$ cat config.mk
export PLATFORM = sky130hd
export DESIGN_NAME = fp_mul_arbiter
export DESIGN_NICKNAME = d
export VERILOG_FILES = /design/src/rtl/fp_det_pkg.sv /design/src/rtl/fp_mul_arbiter_rr_arbiter.sv /design/src/rtl/fp_mul_arbiter.sv
export SDC_FILE = /design/constraint.sdc
export NUM_CORES = 1
export LEC_CHECK = 0
export ABC_CLOCK_PERIOD_IN_PS = 5800
export CORE_AREA = 2 2 160 162
export CTS_CLUSTER_SIZE = 12
export DETAILED_ROUTE_END_ITERATION = 10
export DIE_AREA = 0 0 162 164
export SLEW_MARGIN = 20
export SYNTH_ARGS = -nofsm -noshare
export SYNTH_HDL_FRONTEND = slang
export SYNTH_SLANG_ARGS = --single-unit
$ cat constraint.sdc
create_clock -name clk -period 5.8 [get_ports clk]
set_clock_uncertainty 0.1 [all_clocks]
set_input_delay 0.58 -clock clk [delete_from_list [all_inputs] [get_ports clk]]
set_output_delay 0.58 -clock clk [all_outputs]
set_load 0.005 [all_outputs]
$ cat src/rtl/fp_det_pkg.sv
// Shared definitions for the determinant accelerator's floating-point datapath.
// Latency: n/a (types and constants only).
// Backpressure: n/a.
//
// Holds the arithmetic-unit latencies the schedulers are built around, the two
// IEEE-754 constants the engines use, and the tag carried alongside each
// operation through the shared multiplier.
package fp_det_pkg;

    // Enabled-cycle latencies of the floating-point cores.
    localparam int ADDER_LATENCY     = 7;
    localparam int MULTPLIER_LATENCY = 5;
    localparam int DIVIDER_LATENCY   = 6;

    // Single-precision constants.
    localparam logic [31:0] NaN       = 32'h7FC0_0000;
    localparam logic [31:0] FLOAT_ONE = 32'h3F80_0000;

    // Width of a requester id; covers up to 8 requesters.
    localparam int TAG_ID_W = 3;

    // Per-operation tag travelling beside the multiplier pipeline.
    typedef struct packed {
        logic                valid;
        logic [TAG_ID_W-1:0] id;
    } tag_t;

endpackage

$ cat src/rtl/fp_mul_arbiter_rr_arbiter.sv
// Round-robin arbiter: picks one requester per cycle, searching upward from a rotating pointer.
// Latency: grant is combinational from req; pointer updates at the edge ending a grant cycle.
// Backpressure: en_i low forces grant to zero and freezes the pointer.
//
// Ports:
//   clk_i, reset_i  clock and synchronous active-high reset (pointer -> 0)
//   en_i            arbitration enable (low during stall or reset)
//   req_i           per-requester request vector
//   grant_o         one-hot grant, zero when nothing is granted
//   gnt_vld_o       a grant is being issued this cycle
//   gnt_id_o        binary index of the granted requester
module rr_arbiter
    import fp_det_pkg::*;
#(
    parameter int NUM_REQ = 4
) (
    input  logic                clk_i,
    input  logic                reset_i,
    input  logic                en_i,
    input  logic [NUM_REQ-1:0]  req_i,
    output logic [NUM_REQ-1:0]  grant_o,
    output logic                gnt_vld_o,
    output logic [TAG_ID_W-1:0] gnt_id_o
);

    localparam logic [NUM_REQ-1:0] ONE = NUM_REQ'(1);

    logic [TAG_ID_W-1:0] ptr_q;
    logic [TAG_ID_W-1:0] ptr_d;
    // One bit wider than the pointer so ptr+i can be range-checked before wrapping.
    logic [TAG_ID_W:0]   cand;
    logic                hit;

    // Walk the requesters starting at the pointer; the first one asserting
    // req wins. Later hits are ignored once gnt_vld_o is set, which keeps
    // the grant one-hot.
    always_comb begin
        grant_o   = '0;
        gnt_vld_o = 1'b0;
        gnt_id_o  = '0;
        cand      = '0;
        hit       = 1'b0;
        for (int i = 0; i < NUM_REQ; i++) begin
            cand = {1'b0, ptr_q} + (TAG_ID_W+1)'(i);
            if (cand >= (TAG_ID_W+1)'(NUM_REQ)) begin
                cand = cand - (TAG_ID_W+1)'(NUM_REQ);
            end
            hit = |(req_i & (ONE << cand));
            if (en_i && hit && !gnt_vld_o) begin
                gnt_vld_o = 1'b1;
                gnt_id_o  = cand[TAG_ID_W-1:0];
                grant_o   = ONE << cand;
            end
        end
    end

    // The requester after the winner gets first look next time.
    always_comb begin
        ptr_d = ptr_q;
        if (gnt_vld_o) begin
            ptr_d = (gnt_id_o == TAG_ID_W'(NUM_REQ-1)) ? '0 : gnt_id_o + 1'b1;
        end
    end

    always_ff @(posedge clk_i) begin
        if (reset_i) begin
            ptr_q <= '0;
        end else begin
            ptr_q <= ptr_d;
        end
    end

endmodule

$ cat src/rtl/fp_mul_arbiter.sv
// Shares one pipelined fp_mult between NUM_REQ requesters and routes each product back to its issuer.
// Latency: grant in cycle T -> rsp_valid in cycle T+1+LATENCY, plus one cycle per stall cycle in between.
// Backpressure: stall blocks grants and freezes both the multiplier (mul_clk_en=0) and the tag pipeline.
//
// Ports:
//   clk, reset            clock and synchronous active-high reset (fp_mult aclr shares this reset)
//   stall                 global freeze
//   req, req_dataa/datab  per-requester request and packed operands (requester i at [i*DATA_W +: DATA_W])
//   grant                 one-hot, combinational: operands of that requester are taken this cycle
//   mul_dataa/datab       registered operands to fp_mult
//   mul_clk_en            fp_mult clock enable (= !stall)
//   mul_result, mul_nan   fp_mult outputs
//   rsp_valid             one-hot: result for that requester is on rsp_data/rsp_nan this cycle
//   rsp_data, rsp_nan     fp_mult outputs passed straight through
//   in_flight             issued operations not yet returned
//   idle                  nothing in flight and nothing requesting
module fp_mul_arbiter
    import fp_det_pkg::*;
#(
    parameter int NUM_REQ = 4,
    parameter int LATENCY = MULTPLIER_LATENCY,
    parameter int DATA_W  = 32
) (
    input  logic                        clk,
    input  logic                        reset,
    input  logic                        stall,
    input  logic [NUM_REQ-1:0]          req,
    input  logic [NUM_REQ*DATA_W-1:0]   req_dataa,
    input  logic [NUM_REQ*DATA_W-1:0]   req_datab,
    output logic [NUM_REQ-1:0]          grant,
    output logic [DATA_W-1:0]           mul_dataa,
    output logic [DATA_W-1:0]           mul_datab,
    output logic                        mul_clk_en,
    input  logic [DATA_W-1:0]           mul_result,
    input  logic                        mul_nan,
    output logic [NUM_REQ-1:0]          rsp_valid,
    output logic [DATA_W-1:0]           rsp_data,
    output logic                        rsp_nan,
    output logic [3:0]                  in_flight,
    output logic                        idle
);

    // ------------------------------------------------------------------
    // Arbitration
    // ------------------------------------------------------------------
    logic                arb_en;
    logic [NUM_REQ-1:0]  arb_grant;
    logic                arb_vld;
    logic [TAG_ID_W-1:0] arb_id;

    assign arb_en = !stall && !reset;

    rr_arbiter #(
        .NUM_REQ (NUM_REQ)
    ) u_rr_arbiter (
        .clk_i     (clk),
        .reset_i   (reset),
        .en_i      (arb_en),
        .req_i     (req),
        .grant_o   (arb_grant),
        .gnt_vld_o (arb_vld),
        .gnt_id_o  (arb_id)
    );

    assign grant = arb_grant;

    // ------------------------------------------------------------------
    // Operand issue register
    // ------------------------------------------------------------------
    logic [DATA_W-1:0] sel_a;
    logic [DATA_W-1:0] sel_b;
    logic [DATA_W-1:0] mul_dataa_q;
    logic [DATA_W-1:0] mul_datab_q;

    // Grant is one-hot, so at most one slice is ever selected.
    always_comb begin
        sel_a = '0;
        sel_b = '0;
        for (int i = 0; i < NUM_REQ; i++) begin
            if (arb_grant[i]) begin
                sel_a = req_dataa[i*DATA_W +: DATA_W];
                sel_b = req_datab[i*DATA_W +: DATA_W];
            end
        end
    end

    // Operands hold when nothing is granted; the multiplier still computes
    // on them, but no tag is valid so the product is never delivered.
    always_ff @(posedge clk) begin
        if (reset) begin
            mul_dataa_q <= '0;
            mul_datab_q <= '0;
        end else if (arb_vld) begin
            mul_dataa_q <= sel_a;
            mul_datab_q <= sel_b;
        end
    end

    assign mul_dataa  = mul_dataa_q;
    assign mul_datab  = mul_datab_q;
    assign mul_clk_en = !stall;

    // ------------------------------------------------------------------
    // Tag pipeline
    // ------------------------------------------------------------------
    // Stage 0 is loaded at the same edge that loads the operand register.
    // The operands then need LATENCY enabled edges inside fp_mult, so stage
    // LATENCY lines up with mul_result. Both are gated by the same !stall,
    // which keeps them in lock-step through any stall pattern.
    tag_t tag_q [0:LATENCY];
    tag_t tag0_d;

    always_comb begin
        tag0_d       = '0;
        tag0_d.valid = arb_vld;
        tag0_d.id    = arb_id;
    end

    always_ff @(posedge clk) begin
        if (reset) begin
            for (int i = 0; i <= LATENCY; i++) begin
                tag_q[i] <= '0;
            end
        end else if (!stall) begin
            tag_q[0] <= tag0_d;
            for (int i = 1; i <= LATENCY; i++) begin
                tag_q[i] <= tag_q[i-1];
            end
        end
    end

    // ------------------------------------------------------------------
    // Response routing
    // ------------------------------------------------------------------
    // A result sitting at the last stage during a stall is held, not
    // presented, so it fires exactly once in the first non-stall cycle.
    logic rsp_fire;

    assign rsp_fire = tag_q[LATENCY].valid && !stall && !reset;

    always_comb begin
        rsp_valid = '0;
        for (int i = 0; i < NUM_REQ; i++) begin
            rsp_valid[i] = rsp_fire && (tag_q[LATENCY].id == TAG_ID_W'(i));
        end
    end

    assign rsp_data = mul_result;
    assign rsp_nan  = mul_nan;

    // ------------------------------------------------------------------
    // Occupancy
    // ------------------------------------------------------------------
    // Bounded by LATENCY+1 because each tag stage holds at most one op.
    logic [3:0] in_flight_q;

    always_ff @(posedge clk) begin
        if (reset) begin
            in_flight_q <= '0;
        end else begin
            unique case ({arb_vld, rsp_fire})
                2'b10:   in_flight_q <= in_flight_q + 4'd1;
                2'b01:   in_flight_q <= in_flight_q - 4'd1;
                default: in_flight_q <= in_flight_q;
            endcase
        end
    end

    assign in_flight = in_flight_q;
    assign idle      = (in_flight_q == 4'd0) && (req == '0);

endmodule

==> key figures, run 1 <==
Outcome
  • Outcome: finished, final reports clean

Synth
  • Post-synth ARST share: 0%
  • Synth Instances: about 600
  • Simple-gate share of the synthesized area: 6.11%
  • Syn_nets: ~910
  • Post-synthesis xor/xnor area fraction: 0.401%
  • Compound-Gate Fraction of Synth Area: 48.1%
  • Yosys warns: 0
  • Number of synthesized register bits: 95
  • Post-synthesis mux area share: 0%
  • EDFF count, synth: 24
  • Sequential share of the synthesized area: 32.7%
  • Syn avg cell area: 10.9 um2
  • Adder-Cell Fraction of Synth Area: around 2.2%
  • Largest family of logic cells by synthesized area: compound AO/OA/AOI/OAI gates
  • Predominant post-synthesis flop cell: dfxtp_1
  • Unique masters post-synth: 52
  • Mapped cell area: 6550 um2

Drt
  • # DRC: 0
  • Wire per inst: 22.1 um
  • Initial DRT Pass Iterations: 5
  • Routed Wire Length: between 20000 and 30000 um
  • DR vias: ~6500
  • Post-route ant nets: 0
  • Vias per cell: 5.45
  • Initial DRC count: 601

STA
  • Achievable frequency: 0.221 GHz
  • Period utilization: 78.1%
  • Post-layout min period: about 4.5 ns
  • Final worst slack: 1.27 ns
  • Rel. slew slack: 39.4%
  • Setup TNS: 0 ns
  • Fin. Hold Viols: 0
  • Final setup violation count: 0
  • Count of pins over their slew limit: 0
  • RSZ-0062 raised after global routing: no
  • Worst-margin pin slew: 0.909 ns

Flow run
  • Max-Cap Viols: 0

Critical path
  • Worst Setup Path Type: register to primary output
  • Startpoint types: register
  • Maximum fanout along the worst path: 31
  • R2r worst-path depth: 11
  • Critical Path Start: u_rr_arbiter.ptr_q[1]$_SDFFE_PP0P_
  • End point of the critical path: grant[2]
  • Crit path arrival time: just under 4 ns
  • Reg2reg setup slack: 1.70 ns
  • Worst r2r src: u_rr_arbiter.ptr_q[1]$_SDFFE_PP0P_
  • Critical Path RT: slightly above 5 ns
  • Setup crit end kind: primary output
  • R2R Path End: mul_dataa[17]$_SDFFE_PP0P_

Placed design
  • Routability Congestion: 0.837
  • # port buffers: 340
  • DP Cell Count: 1182
  • Post-DP HPWL: 18100 um
  • DP Worst Slack: 1.43 ns

Global routing
  • M1 GR Usage: 23.3%
  • First-pass GRT wire length: 38400 um
  • Initial antenna violation count: 0
  • Gr usage total: a little under a fifth
  • Vias in the first global route: between 6000 and 7000
  • GR Util met3: 4.95%
  • Largest net degree at the start of global routing: 68
  • Grt ovf: 0
  • Top Usage Layer GRT: met2
  • GR Util met2: 30.9%

Clock network
  • Root buf cell: clkbuf_16
  • Sink Count: between 90 and 100
  • Number of cells upsized or downsized after cts: 0
  • CTS buffer count: 9
  • CTS tree: done
  • Clk buf depth: 2
  • Worst-skew pair later-pin latency: between 0.3 and 0.4 ns
  • Hold Buf Count CTS: 0
  • Reg clk slew, reported paths: 0.08 ns
  • Max H-tree Level: 3
  • Postcts setup bufs: 0

Cells and area
  • Final nets: between 1000 and 1500
  • Share of cells above drive strength 1: 18.8%
  • Area Growth Syn to Fin: 55.4%
  • # fillers: about 2400
  • Post-route insts no fill: 1198
  • Number of antenna diodes: 0

Floorplanning
  • Die area: 26600 um2
  • Row cnt: 58
  • Die Height: 164 um
  • Initial core utilization: 26.4%
  • CORE AREA: 24800 um2
  • IO Count: 407
  • Die width: ~160 um

Worst hold path
  • Worst min path class: register to register

Power
  • Max rail drop VDD: 0.000143 V
  • Leakage: 3.23 nW
  • Pwr/cell area: 197 nW/um2
Yosys cell counts (2+ instances only):
library cell / n / area, um2
nor2b_1: 2 / 12.5
inv_1: 11 / 41.3
or2_1: 2 / 12.5
a221o_1: 2 / 20.0
and3_1: 3 / 18.8
or4_1: 2 / 15.0
buf_4: 40 / 300
xor2_1: 2 / 17.5
o32ai_2: 60 / 976
a221oi_2: 59 / 886
clkbuf_1: 31 / 116
edfxtp_1: 24 / 721
nor2_1: 14 / 52.6
a221oi_1: 6 / 52.6
o32ai_1: 4 / 35.0
ha_1: 10 / 125
inv_2: 2 / 7.51
a21oi_1: 9 / 45.0
o21a_1: 2 / 15.0
and2_1: 23 / 144
o21ai_1: 4 / 20.0
buf_2: 21 / 105
buf_6: 10 / 113
a222oi_1: 3 / 30.0
nand2b_1: 2 / 12.5
a22o_1: 2 / 17.5
o211ai_1: 2 / 15.0
o311a_1: 4 / 40.0
o21ai_0: 6 / 30.0
nand3_1: 4 / 20.0
dfxtp_1: 71 / 1420
nand2_1: 17 / 63.8
o22ai_1: 64 / 400
a22oi_1: 65 / 488
per-stage QoR:
stage | hold WS [ns] | utilization, % | power [W] | area (um2)
floorplan | 0.382 | - | 0.00109 | 6550
global placement | 0.400 | 39.8 | 0.00140 | 9880
detailed placement | 0.402 | 39.8 | 0.00140 | 9880
CTS | 0.415 | 41.0 | 0.00204 | 10200
global route | 0.438 | 41.0 | 0.00210 | 10200
finish | 0.415 | 41.0 | 0.00200 | 10200
flip-flops by register name (all words and copies together) (netlist names):
register	cells
mul_dataa	32
u_rr_arbiter.ptr_q	3
mul_datab	32
in_flight	4
tag_q	24
final cells by class:
cell class | count | area, um2 | area share [%]
multi-input combinational | 390 | 3760 | 36.9
tap | 330 | 413 | 4.05
clock buffer | 9 | 225 | 2.21
timing repair buffer | 354 | 3520 | 34.5
clock inverter | 7 | 72.6 | 0.713
sequential | 95 | 2140 | 21.0
inverter | 13 | 50.0 | 0.491
power breakdown:
part	switching, W	leakage (nW)	total [W]	internal, W
clock network	0.000310	0.143	0.000616	0.000306
registers	0.0000317	0.842	0.000753	0.000721
logic	0.000286	2.24	0.000635	0.000348
worst min-delay path by stage:
stage | startpoint | endpoint | slack [ns] | cells past startpoint
floorplan | in_flight[3]$_SDFFE_PP0P_ | in_flight[3]$_SDFFE_PP0P_ | 0.38 | 2
global placement | tag_q[0][0]$_SDFFCE_PN0P_ | tag_q[1][0]$_SDFFCE_PN0P_ | 0.40 | 1
detailed placement | tag_q[3][2]$_SDFFCE_PN0P_ | tag_q[4][2]$_SDFFCE_PN0P_ | 0.40 | 1
CTS | tag_q[3][2]$_SDFFCE_PN0P_ | tag_q[4][2]$_SDFFCE_PN0P_ | 0.41 | 1
global route | tag_q[3][1]$_SDFFCE_PN0P_ | tag_q[4][1]$_SDFFCE_PN0P_ | 0.44 | 1
finish | tag_q[3][2]$_SDFFCE_PN0P_ | tag_q[4][2]$_SDFFCE_PN0P_ | 0.41 | 1
placed cells by master (no fill, tap or decap), drive strengths merged, types with 14 or more instances in the layout:
cell,n
a22oi,65
clkdlybuf4s50,339
dfxtp,71
o32ai,64
nor2,14
a221oi,65
o22ai,65
nand2,17
edfxtp,24
inv,16
buf,15
and2,23
metal layers:
layer | vias to the layer above | wire length [um]
li1 | 3009 | -
met1 | 3140 | 11000
met2 | 324 | 12600
met3 | 52 | 1950
met4 | 0 | 876
met5 | - | 0
critical path, stage by stage (launching register included):
cell	delay, ns
dfxtp_1	0.50
inv_1	0.15
ha_1	0.32
a222oi_1	0.53
nand2_1	0.30
nand2_1	0.13
o211ai_1	0.14
a21oi_4	0.19
clkinv_2	0.55
clkdlybuf4s50_1	0.68
cells by family after synthesis:
kind of cell | Yosys count
AOI/OAI and AO/OA | 301
buffers and inverters | 116
DFF | 95
and+or+nand+nor | 75
adders and majority gates | 11
xor gates and xnor gates | 3
Note: power is estimated with default switching activity, not from simulation.
==> run 2: changes to the inputs <==
--- a/config.mk
+++ b/config.mk
@@ -5,7 +5,7 @@
 export SDC_FILE = /design/constraint.sdc
 export NUM_CORES = 1
 export LEC_CHECK = 0
-export ABC_CLOCK_PERIOD_IN_PS = 5800
+export ABC_CLOCK_PERIOD_IN_PS = 4600
 export CORE_AREA = 2 2 160 162
 export CTS_CLUSTER_SIZE = 12
 export DETAILED_ROUTE_END_ITERATION = 10
==> constraint.sdc (replaced) <==
create_clock -name clk -period 4.6 [get_ports clk]
set_clock_uncertainty 0.1 [all_clocks]
set_input_delay 0.46 -clock clk [delete_from_list [all_inputs] [get_ports clk]]
set_output_delay 0.46 -clock clk [all_outputs]
set_load 0.005 [all_outputs]
==> run 2 against run 1 <==
  * Register-to-register slack worse by 0.91 ns
  * Global-route usage increased by 0.29 points
  * Critical endpoint unchanged
  * Non-clock buffer count grew 2
==> key figures, run 2 (synthesis gave the netlist of run 1 again) <==
Outcome
  • Outcome: finished, final reports clean

Clock network
  • Root buf cell: clkbuf_16
  • CTS tree: done
  • Max H-tree Level: 3 (unchanged)
  • Number of cells upsized or downsized after cts: 0 (unchanged)
  • Sink Count: 95 (unchanged)
  • CTS buffer count: 9 (unchanged)
  • Worst-skew pair later-pin latency: 0.35 ns (about the same)
  • Clk buf depth: 2 (unchanged)
  • Reg clk slew, reported paths: 0.07 ns (about the same)
  • Hold Buf Count CTS: 0 (unchanged)
  • Postcts setup bufs: 0 (unchanged)

Critical path
  • Worst Setup Path Type: register to primary output
  • Setup crit end kind: primary output
  • Critical Path RT: 4.04 ns (-1.08 ns)
  • Maximum fanout along the worst path: 10 (-68%)
  • Worst r2r src: u_rr_arbiter.ptr_q[1]$_SDFFE_PP0P_
  • Startpoint types: register
  • Reg2reg setup slack: 0.79 ns (-0.91 ns)
  • R2r worst-path depth: 13 (+2)
  • Crit path arrival time: 3.42 ns (-0.43 ns)
  • R2R Path End: in_flight[3]$_SDFFE_PP0P_

STA
  • Fin. Hold Viols: 0 (unchanged)
  • Count of pins over their slew limit: 0 (unchanged)
  • Rel. slew slack: 40.5% (+1.1 points)
  • Period utilization: 86.5%
  • Setup TNS: 0 ns (unchanged)
  • Achievable frequency: 0.251 GHz
  • RSZ-0062 raised after global routing: no
  • Final setup violation count: 0 (unchanged)
  • Worst-margin pin slew: 0.893 ns (-0.0165 ns)
  • Post-layout min period: 3.98 ns

Worst hold path
  • Min-Delay Path Depth: 2 (+1)
  • Hold Path Origin: in_flight[3]$_SDFFE_PP0P_
  • Hold Path End: in_flight[3]$_SDFFE_PP0P_
  • Worst min path class: register to register

Cells and area
  • Fin util: 41.3% (+0.25 points)
  • Commonest cells after routing, fill and taps aside: 339 x clkdlybuf4s50_1, 71 x dfxtp_1, 65 x a22oi_1, 64 x o22ai_1, 60 x o32ai_2
  • Post-route insts no fill: 1201 (+0.25%)
  • Commonest non-fill, non-tap cell in the layout: clkdlybuf4s50_1
  • Share of cells above drive strength 1: 19.0% (+0.19 points)
  • Final nets: 1172 (+0.17%)
  • Area Growth Syn to Fin: 56.3%

Power
  • Pwr/cell area: 247 nW/um2 (+26%)
  • Leakage: 3.26 nW (+0.85%)
  • Max rail drop VDD: 0.000197 V (+37%)
  • Sw Share: 31.3% (-0.065 points)
  • Switching pwr: 0.000792 W (+26%)
  • Flop pwr share: 37.5% (about the same)
  • P_int: 0.00174 W (+26%)
  • Comb power frac: 31.9% (+0.2 points)
  • Clk pwr share: 30.7% (about the same)

Floorplanning
  • Row cnt: 58 (unchanged)
  • Die width: 162 um (unchanged)
  • Die area: 26600 um2 (unchanged)
  • Initial core utilization: 26.4% (unchanged)
  • CORE AREA: 24800 um2 (unchanged)
  • Die Height: 164 um (unchanged)
  • IO Count: 407 (unchanged)

Global routing
  • First-pass GRT wire length: 39100 um (+1.9%)
  • Grt ovf: 0 (unchanged)
  • Largest net degree at the start of global routing: 68 (unchanged)
  • Initial antenna violation count: 1 (+1)
  • Gr usage total: 19.1% (+0.29 points)
  • Vias in the first global route: 6670 (+0.97%)

Drt
  • Vias per cell: 5.41 (-0.72%)
  • Routed Wire Length: 26200 um (-0.73%)
  • Post-route ant nets: 0 (unchanged)
  • Initial DRT Pass Iterations: 5 (unchanged)
  • Wire per inst: 21.9 um (-0.97%)
  • Initial DRC count: 426 (-29%)
  • DR vias: 6494 (-0.48%)
  • # DRC: 0 (unchanged)

Flow run
  • Max-Cap Viols: 0 (unchanged)

Placed design
  • Post-DP HPWL: 17900 um (-0.79%)
  • Routability Congestion: 0.859 (+2.6%)
  • DP Cell Count: 1184 (+0.17%)
  • # port buffers: 340 (unchanged)
run 2: cell type report:
cell class / count / area, um2
fillers: 2470 / 14600
multi-input cells: 390 / 3760
repair buffers: 356 / 3570
flip-flops and latches: 95 / 2140
well taps: 330 / 413
clock buffers: 9 / 225
clock inverters: 7 / 78.8
inverters: 13 / 50.0
diodes: 1 / 2.50
run 2: power groups by stage:
stage          sequential, W  combinational (W)  clock (W)
4_1_cts             0.000948           0.000813   0.000811
5_1_grt             0.000956           0.000864   0.000838
3_5_place_dp        0.000966           0.000810          0
3_3_place_gp        0.000966           0.000806          0
6_report            0.000948           0.000807   0.000775
2_1_floorplan       0.000961           0.000413          0
run 2: worst max-delay path by stage:
stage	from	to	slack, ns	depth (start not counted)
floorplan	u_rr_arbiter.ptr_q[1]$_SDFFE_PP0P_	in_flight[3]$_SDFFE_PP0P_	0.89	15
global placement	req[1]	in_flight[3]$_SDFFE_PP0P_	0.89	12
detailed placement	req[1]	in_flight[3]$_SDFFE_PP0P_	0.81	12
CTS	u_rr_arbiter.ptr_q[1]$_SDFFE_PP0P_	grant[2]	0.64	9
global route	u_rr_arbiter.ptr_q[1]$_SDFFE_PP0P_	grant[2]	0.40	9
finish	u_rr_arbiter.ptr_q[1]$_SDFFE_PP0P_	grant[2]	0.62	9
run 2: worst max-delay path: stages (launching register included):
cell             delay (ns)
dfxtp_1                0.51
inv_1                  0.15
ha_1                   0.32
a222oi_1               0.54
and3_1                 0.33
nand4_2                0.22
nor2_1                 0.27
a21oi_4                0.07
clkinv_2               0.12
clkdlybuf4s50_1        0.54
run 2: per-layer routing:
layer	wire length (um)	share of wire, %	GRT usage (%)	vias to the layer above
met1	10800	41	23.0	3135
met4	742	2.8	6.60	0
met3	2000	7.6	5.03	38
li1	-	-	-	3015
met2	12700	48	32.8	306
met5	0	0	0	-
run 2: metrics by stage:
step | setup WS [ns] | hold slack (ns) | area [um2] | total power, W
after floorplan | 0.894 | 0.382 | 6550 | 0.00137
after global placement | 0.892 | 0.390 | 9940 | 0.00177
after detailed placement | 0.813 | 0.402 | 9940 | 0.00178
after CTS | 0.643 | 0.412 | 10200 | 0.00257
after global routing | 0.402 | 0.434 | 10200 | 0.00266
final | 0.619 | 0.408 | 10200 | 0.00253
